`config.mk`:
```
export PLATFORM = sky130hd
export DESIGN_NAME = bch_enc_serial
export DESIGN_NICKNAME = d
export VERILOG_FILES = /design/src/rtl/bch_pkg.sv /design/src/rtl/bch_lfsr_rem.sv /design/src/rtl/bch_enc_serial.sv
export SDC_FILE = /design/constraint.sdc
export NUM_CORES = 1
export LEC_CHECK = 0
export ABC_AREA = 1
export CAP_MARGIN = 25
export CORE_AREA = 2 2 57 59
export DETAILED_ROUTE_END_ITERATION = 8
export DIE_AREA = 0 0 59 61
export GPL_TIMING_DRIVEN = 0
export PLACE_DENSITY = 0.62
export SETUP_SLACK_MARGIN = 0.3
export SLEW_MARGIN = 0
export SYNTH_ARGS = -nofsm -noshare
export SYNTH_HDL_FRONTEND = slang
export SYNTH_HIERARCHICAL = 1
export SYNTH_SLANG_ARGS = --single-unit
```
`constraint.sdc`:
```
create_clock -name clk -period 1.4 [get_ports clk]
set_clock_uncertainty 0.1 [all_clocks]
set_input_delay 0.14 -clock clk [delete_from_list [all_inputs] [get_ports clk]]
set_output_delay 0.14 -clock clk [all_outputs]
set_load 0.1 [all_outputs]
```
`src/rtl/bch_pkg.sv`:
```
// rtl/bch_pkg.sv - shared state encoding, BCH(15,7) defaults and clog2 for the serial BCH encoder
package bch_pkg;

  typedef enum logic [1:0] {
    ST_IDLE = 2'd0,
    ST_MSG  = 2'd1,
    ST_PAR  = 2'd2
  } bch_state_t;

  localparam int         N_DEF     = 15;
  localparam int         K_DEF     = 7;
  localparam logic [8:0] GPOLY_DEF = 9'h1D1;

  function automatic int clog2(input int v);
    int r;
    r = 0;
    while ((1 << r) < v) r++;
    return r;
  endfunction

endpackage

```
`src/rtl/bch_lfsr_rem.sv`:
```
// rtl/bch_lfsr_rem.sv - P-bit Galois remainder register; fb_en=0 turns it into a plain zero-fill shifter
module bch_lfsr_rem
  import bch_pkg::*;
#(
  parameter int           P = 8,
  parameter logic [P-1:0] G = '0
) (
  input  logic         clk,
  input  logic         rst,
  input  logic         en,
  input  logic         clr,
  input  logic         din,
  input  logic         fb_en,
  output logic [P-1:0] rem
);

  logic [P-1:0] r_rem;
  logic [P-1:0] w_next;
  logic         w_fb;

  always_comb begin
    w_fb   = fb_en & (din ^ r_rem[P-1]);
    w_next = (r_rem << 1) ^ (w_fb ? G : '0);
  end

  always_ff @(posedge clk or posedge rst) begin
    if (rst)      r_rem <= '0;
    else if (clr) r_rem <= '0;
    else if (en)  r_rem <= w_next;
  end

  assign rem = r_rem;

endmodule

```
`src/rtl/bch_enc_serial.sv`:
```
// rtl/bch_enc_serial.sv - systematic bit-serial BCH encoder: K message bits then N-K parity bits, MSB first
// Optional BCH_ENC_PARITY_PORT_EN adds parity/parity_valid outputs carrying the final remainder.
module bch_enc_serial
  import bch_pkg::*;
#(
  parameter int           N     = N_DEF,
  parameter int           K     = K_DEF,
  parameter logic [N-K:0] GPOLY = GPOLY_DEF
) (
  input  logic           clk,
  input  logic           rst,
  input  logic [K-1:0]   msg,
  input  logic           msg_valid,
  output logic           msg_ready,
  output logic           cw_bit,
  output logic           cw_valid,
  input  logic           cw_ready,
  output logic           cw_last
`ifdef BCH_ENC_PARITY_PORT_EN
  ,
  output logic [N-K-1:0] parity,
  output logic           parity_valid
`endif
);

  localparam int           P     = N - K;
  localparam int           MAXKP = (K > P) ? K : P;
  localparam int           CW    = (MAXKP > 1) ? clog2(MAXKP) : 1;
  localparam logic [P-1:0] W_G   = GPOLY[P-1:0];

  bch_state_t    r_state;
  bch_state_t    w_state_next;
  logic [K-1:0]  r_sr;
  logic [CW-1:0] r_cnt;
  logic [P-1:0]  w_rem;
  logic          w_accept;
  logic          w_beat;
  logic          w_last;

  always_comb begin
    w_state_next = r_state;
    msg_ready    = 1'b0;
    cw_valid     = 1'b0;
    cw_bit       = 1'b0;
    w_last       = 1'b0;
    w_accept     = 1'b0;
    w_beat       = 1'b0;
    case (r_state)
      ST_IDLE: begin
        msg_ready = 1'b1;
        if (msg_valid) begin
          w_accept     = 1'b1;
          w_state_next = ST_MSG;
        end
      end
      ST_MSG: begin
        cw_valid = 1'b1;
        cw_bit   = r_sr[K-1];
        if (cw_ready) begin
          w_beat = 1'b1;
          if (r_cnt == CW'(K - 1)) w_state_next = ST_PAR;
        end
      end
      ST_PAR: begin
        cw_valid = 1'b1;
        cw_bit   = w_rem[P-1];
        w_last   = (r_cnt == CW'(P - 1));
        if (cw_ready) begin
          w_beat = 1'b1;
          if (w_last) w_state_next = ST_IDLE;
        end
      end
      default: w_state_next = ST_IDLE;
    endcase
  end

  assign cw_last = w_last;

  always_ff @(posedge clk or posedge rst) begin
    if (rst) r_state <= ST_IDLE;
    else     r_state <= w_state_next;
  end

  // Counter restarts at every phase change so it indexes bits within MSG and within PAR.
  always_ff @(posedge clk or posedge rst) begin
    if (rst)                            r_cnt <= '0;
    else if (w_accept)                  r_cnt <= '0;
    else if (w_beat) begin
      if (w_state_next != r_state)      r_cnt <= '0;
      else                              r_cnt <= r_cnt + CW'(1);
    end
  end

  always_ff @(posedge clk or posedge rst) begin
    if (rst)                            r_sr <= '0;
    else if (w_accept)                  r_sr <= msg;
    else if (w_beat && r_state == ST_MSG) r_sr <= r_sr << 1;
  end

  bch_lfsr_rem #(
    .P (P),
    .G (W_G)
  ) u_rem (
    .clk   (clk),
    .rst   (rst),
    .en    (w_beat),
    .clr   (w_accept),
    .din   (r_sr[K-1]),
    .fb_en (r_state == ST_MSG),
    .rem   (w_rem)
  );

`ifdef BCH_ENC_PARITY_PORT_EN
  logic         r_pvalid;
  logic [P-1:0] r_parity;

  // On the PAR entry cycle the remainder register already holds the final value.
  always_ff @(posedge clk or posedge rst) begin
    if (rst) begin
      r_pvalid <= 1'b0;
      r_parity <= '0;
    end else begin
      r_pvalid <= (r_state == ST_MSG) && (w_state_next == ST_PAR);
      if (r_pvalid) r_parity <= w_rem;
    end
  end

  assign parity_valid = r_pvalid;
  assign parity       = r_pvalid ? w_rem : r_parity;
`endif

endmodule

```
==> results.md <==
* Top achievable clock speed at 607 MHz
* Post-Syn Area per Cell at roughly 7.6 um^2
* Initial antenna violation count at 0
* Worst min path class: primary input to async pin
* Die area at roughly 3600 um^2
* Largest net degree at the start of global routing at 13
* Measured slew at the worst slew-check pin at 461 ps
* GR Overflow Total at 0
* Number of global-route vias before repair at 1105
* P&R area growth vs syn at 50.5%
* Critical Path Source: r_state[0]
* Post-synthesis sequential area ratio at roughly 43%
* Fin area at between 1500 and 2000 um^2
* Drt drc at 0
* CTS tree: done
* Reg clk slew, reported paths at 110 ps
* Top cell type's share of synthesized area at between 40% and 50%
* Fin worst setup slack at -247 ps
* Cell taking the most area after synthesis: dfrtp_1
* Final Hold Viols at 0
* Synth top area cells: dfrtp_1 (43%), nand2_1 (13%), inv_1 (9.4%)
* Ys Warns at 6
* Vias at approximately 1100
* Fin crit period at 1650 ps
* Final period util at 118%
* # diodes at 0
* Synth Cell Area at 1160 um^2
* VDD IR max at 0.00102 V
* FF-to-FF Start: r_state[0]
* DP HPWL at 1.75 mm
* Final WL at 2.66 mm
* Synth Register Bits at 20
* Cts hold-fix bufs at 0
* Hold WS at about 12 ps
* Commonest non-fill, non-tap cell in the layout: nand2_1
* CTS root buffer: clkbuf_4
* IO Pins at 15
* TritonCTS Sinks at 20
* Slew HR at 69.3%
* Initial Utilization at 39.2%
* Average wire per standard cell at 12.4 um
* Commonest non-fill, non-tap cells in the layout: nand2_1 (29), inv_1 (20), dfrtp_1 (19), o21ai_1 (14), clkdlybuf4s50_1 (10)
* Area after DPL at 1420 um^2
* GRT Overall Usage at between 10% and 20%
* Post-synthesis cell count at 152
* Clk_lat worst skew at 290 ps
* # nets final at 202
* Setup violations, final at 19
* Failing checks: negative setup slack
* Syn_nets at 170
* PwrDens at 1910 nW/um^2
* Yosys cell types at 18
* Iter 0 DRT Violations at 23
* CP arrival at approximately 1400 ps
* RSZ-0062 raised after global routing: true
* Setup CP Type: flop to output pin
* Total core area at 2950 um^2
* Die Wd at 59 um
* Max-cap viol count at 0
* PortBufs at 14
* CP Capture Type: output pin
* Vias/cell at slightly below 5
* Crit start category: flop
* Clock tree buffer depth at 2
* Fin. max-slew vios at 0
* Remaining antenna violation count after routing at 0
* CP max FO at 3
* Share of cells above drive strength 1 at 37.9%
* H-tree depth at 1
* Status: finished, violations left
* CTS Buf Count at 3
* First-pass GRT wire length at 4.74 mm
* WP data required at 1160 ps
* 1st-pass router iterations at 4
* Routability cong. at ~0.76
* Pleak at 0.837 nW
* Site Rows at 20
* Die Y at 61 um
[power breakdown]
group	internal (W)	total (W)	switching [W]	leakage [nW]
Sequential	0.000784	0.000931	0.000147	0.259
Clock	0.000100	0.000264	0.000164	0.0138
Combinational	0.000860	0.00213	0.00127	0.564
[cell families after synthesis]
logic type | share of synthesized area [%]
and+or+nand+nor | 27.2
buffers and inverters | 10.5
AOI/OAI and AO/OA | 11.6
DFF | 43.2
adders and majority gates | 7.56
[path summary, 6_finish.rpt]
kind	cells past startpoint	to	slack (ps)
min in group clk	3	r_sr[0]	290
max in group asynchronous	2	r_state[0]	790
hold / removal	2	u_rem/rem[1]	10
setup / recovery	5	cw_bit	-250
setup reg to reg	11	r_cnt[0]	-190
hold reg to reg	2	u_rem/rem[6]	420
[flip-flops by register name, summed over array words and instances (netlist names)]
register / cells
u_rem/rem: 8
r_sr: 7
r_cnt: 3
r_state: 2
[worst max-delay path: stages, from the launching register on]
cell,delay [ps]
dfrtp_2,440
inv_4,90
ha_4,170
nand2_2,70
a21boi_4,160
buf_12,190
[stage by stage]
stage / setup TNS, ps / total power (W) / cells / setup slack, ps / utilization (%)
floorplan: -3620 / 0.00216 / 152 / -418 / -
global placement: -5820 / 0.00240 / 199 / -1060 / 48.1
detailed placement: -6180 / 0.00244 / 199 / -1080 / 48.1
CTS: -1510 / 0.00327 / 214 / -238 / 58.2
global route: -3370 / 0.00357 / 215 / -325 / 59.1
finish: -1770 / 0.00333 / 215 / -247 / 59.1
[metal layers]
metal / global-route usage [%] / part of all wire (%)
met3: 2.13 / 2.6
met4: 5.52 / 1.1
met5: 0 / 0
met1: 21.8 / 44
met2: 31.1 / 52
[layout make-up]
cell class,instances,area [um^2]
Fill cell,266,1210
Clock buffer,3,22.5
Inverter,31,140
Multi-Input combinational cell,100,734
Buffer,1,11.3
Sequential cell,20,502
Tap cell,33,41.3
Timing Repair Buffer,27,293
[repair_timing]
item	4_1_cts	5_1_grt
resized for setup	78	11
setup buffers	12	1
pin swaps	10	4
setup endpoints to repair	24	24
[synthesized netlist by cell type]
cell type / n
inv_1: 29
nand4_1: 4
nand3_1: 13
dfrtp_1: 20
o21ai_0: 17
a21oi_1: 3
a21boi_0: 1
nand2_1: 39
inv_2: 2
nor2_1: 5
buf_2: 1
a21oi_2: 1
o21ai_1: 1
nand2_4: 1
nand2_2: 5
ha_1: 7
nand3_4: 1
o22ai_1: 2
Note: power is estimated with default switching activity, not from simulation.
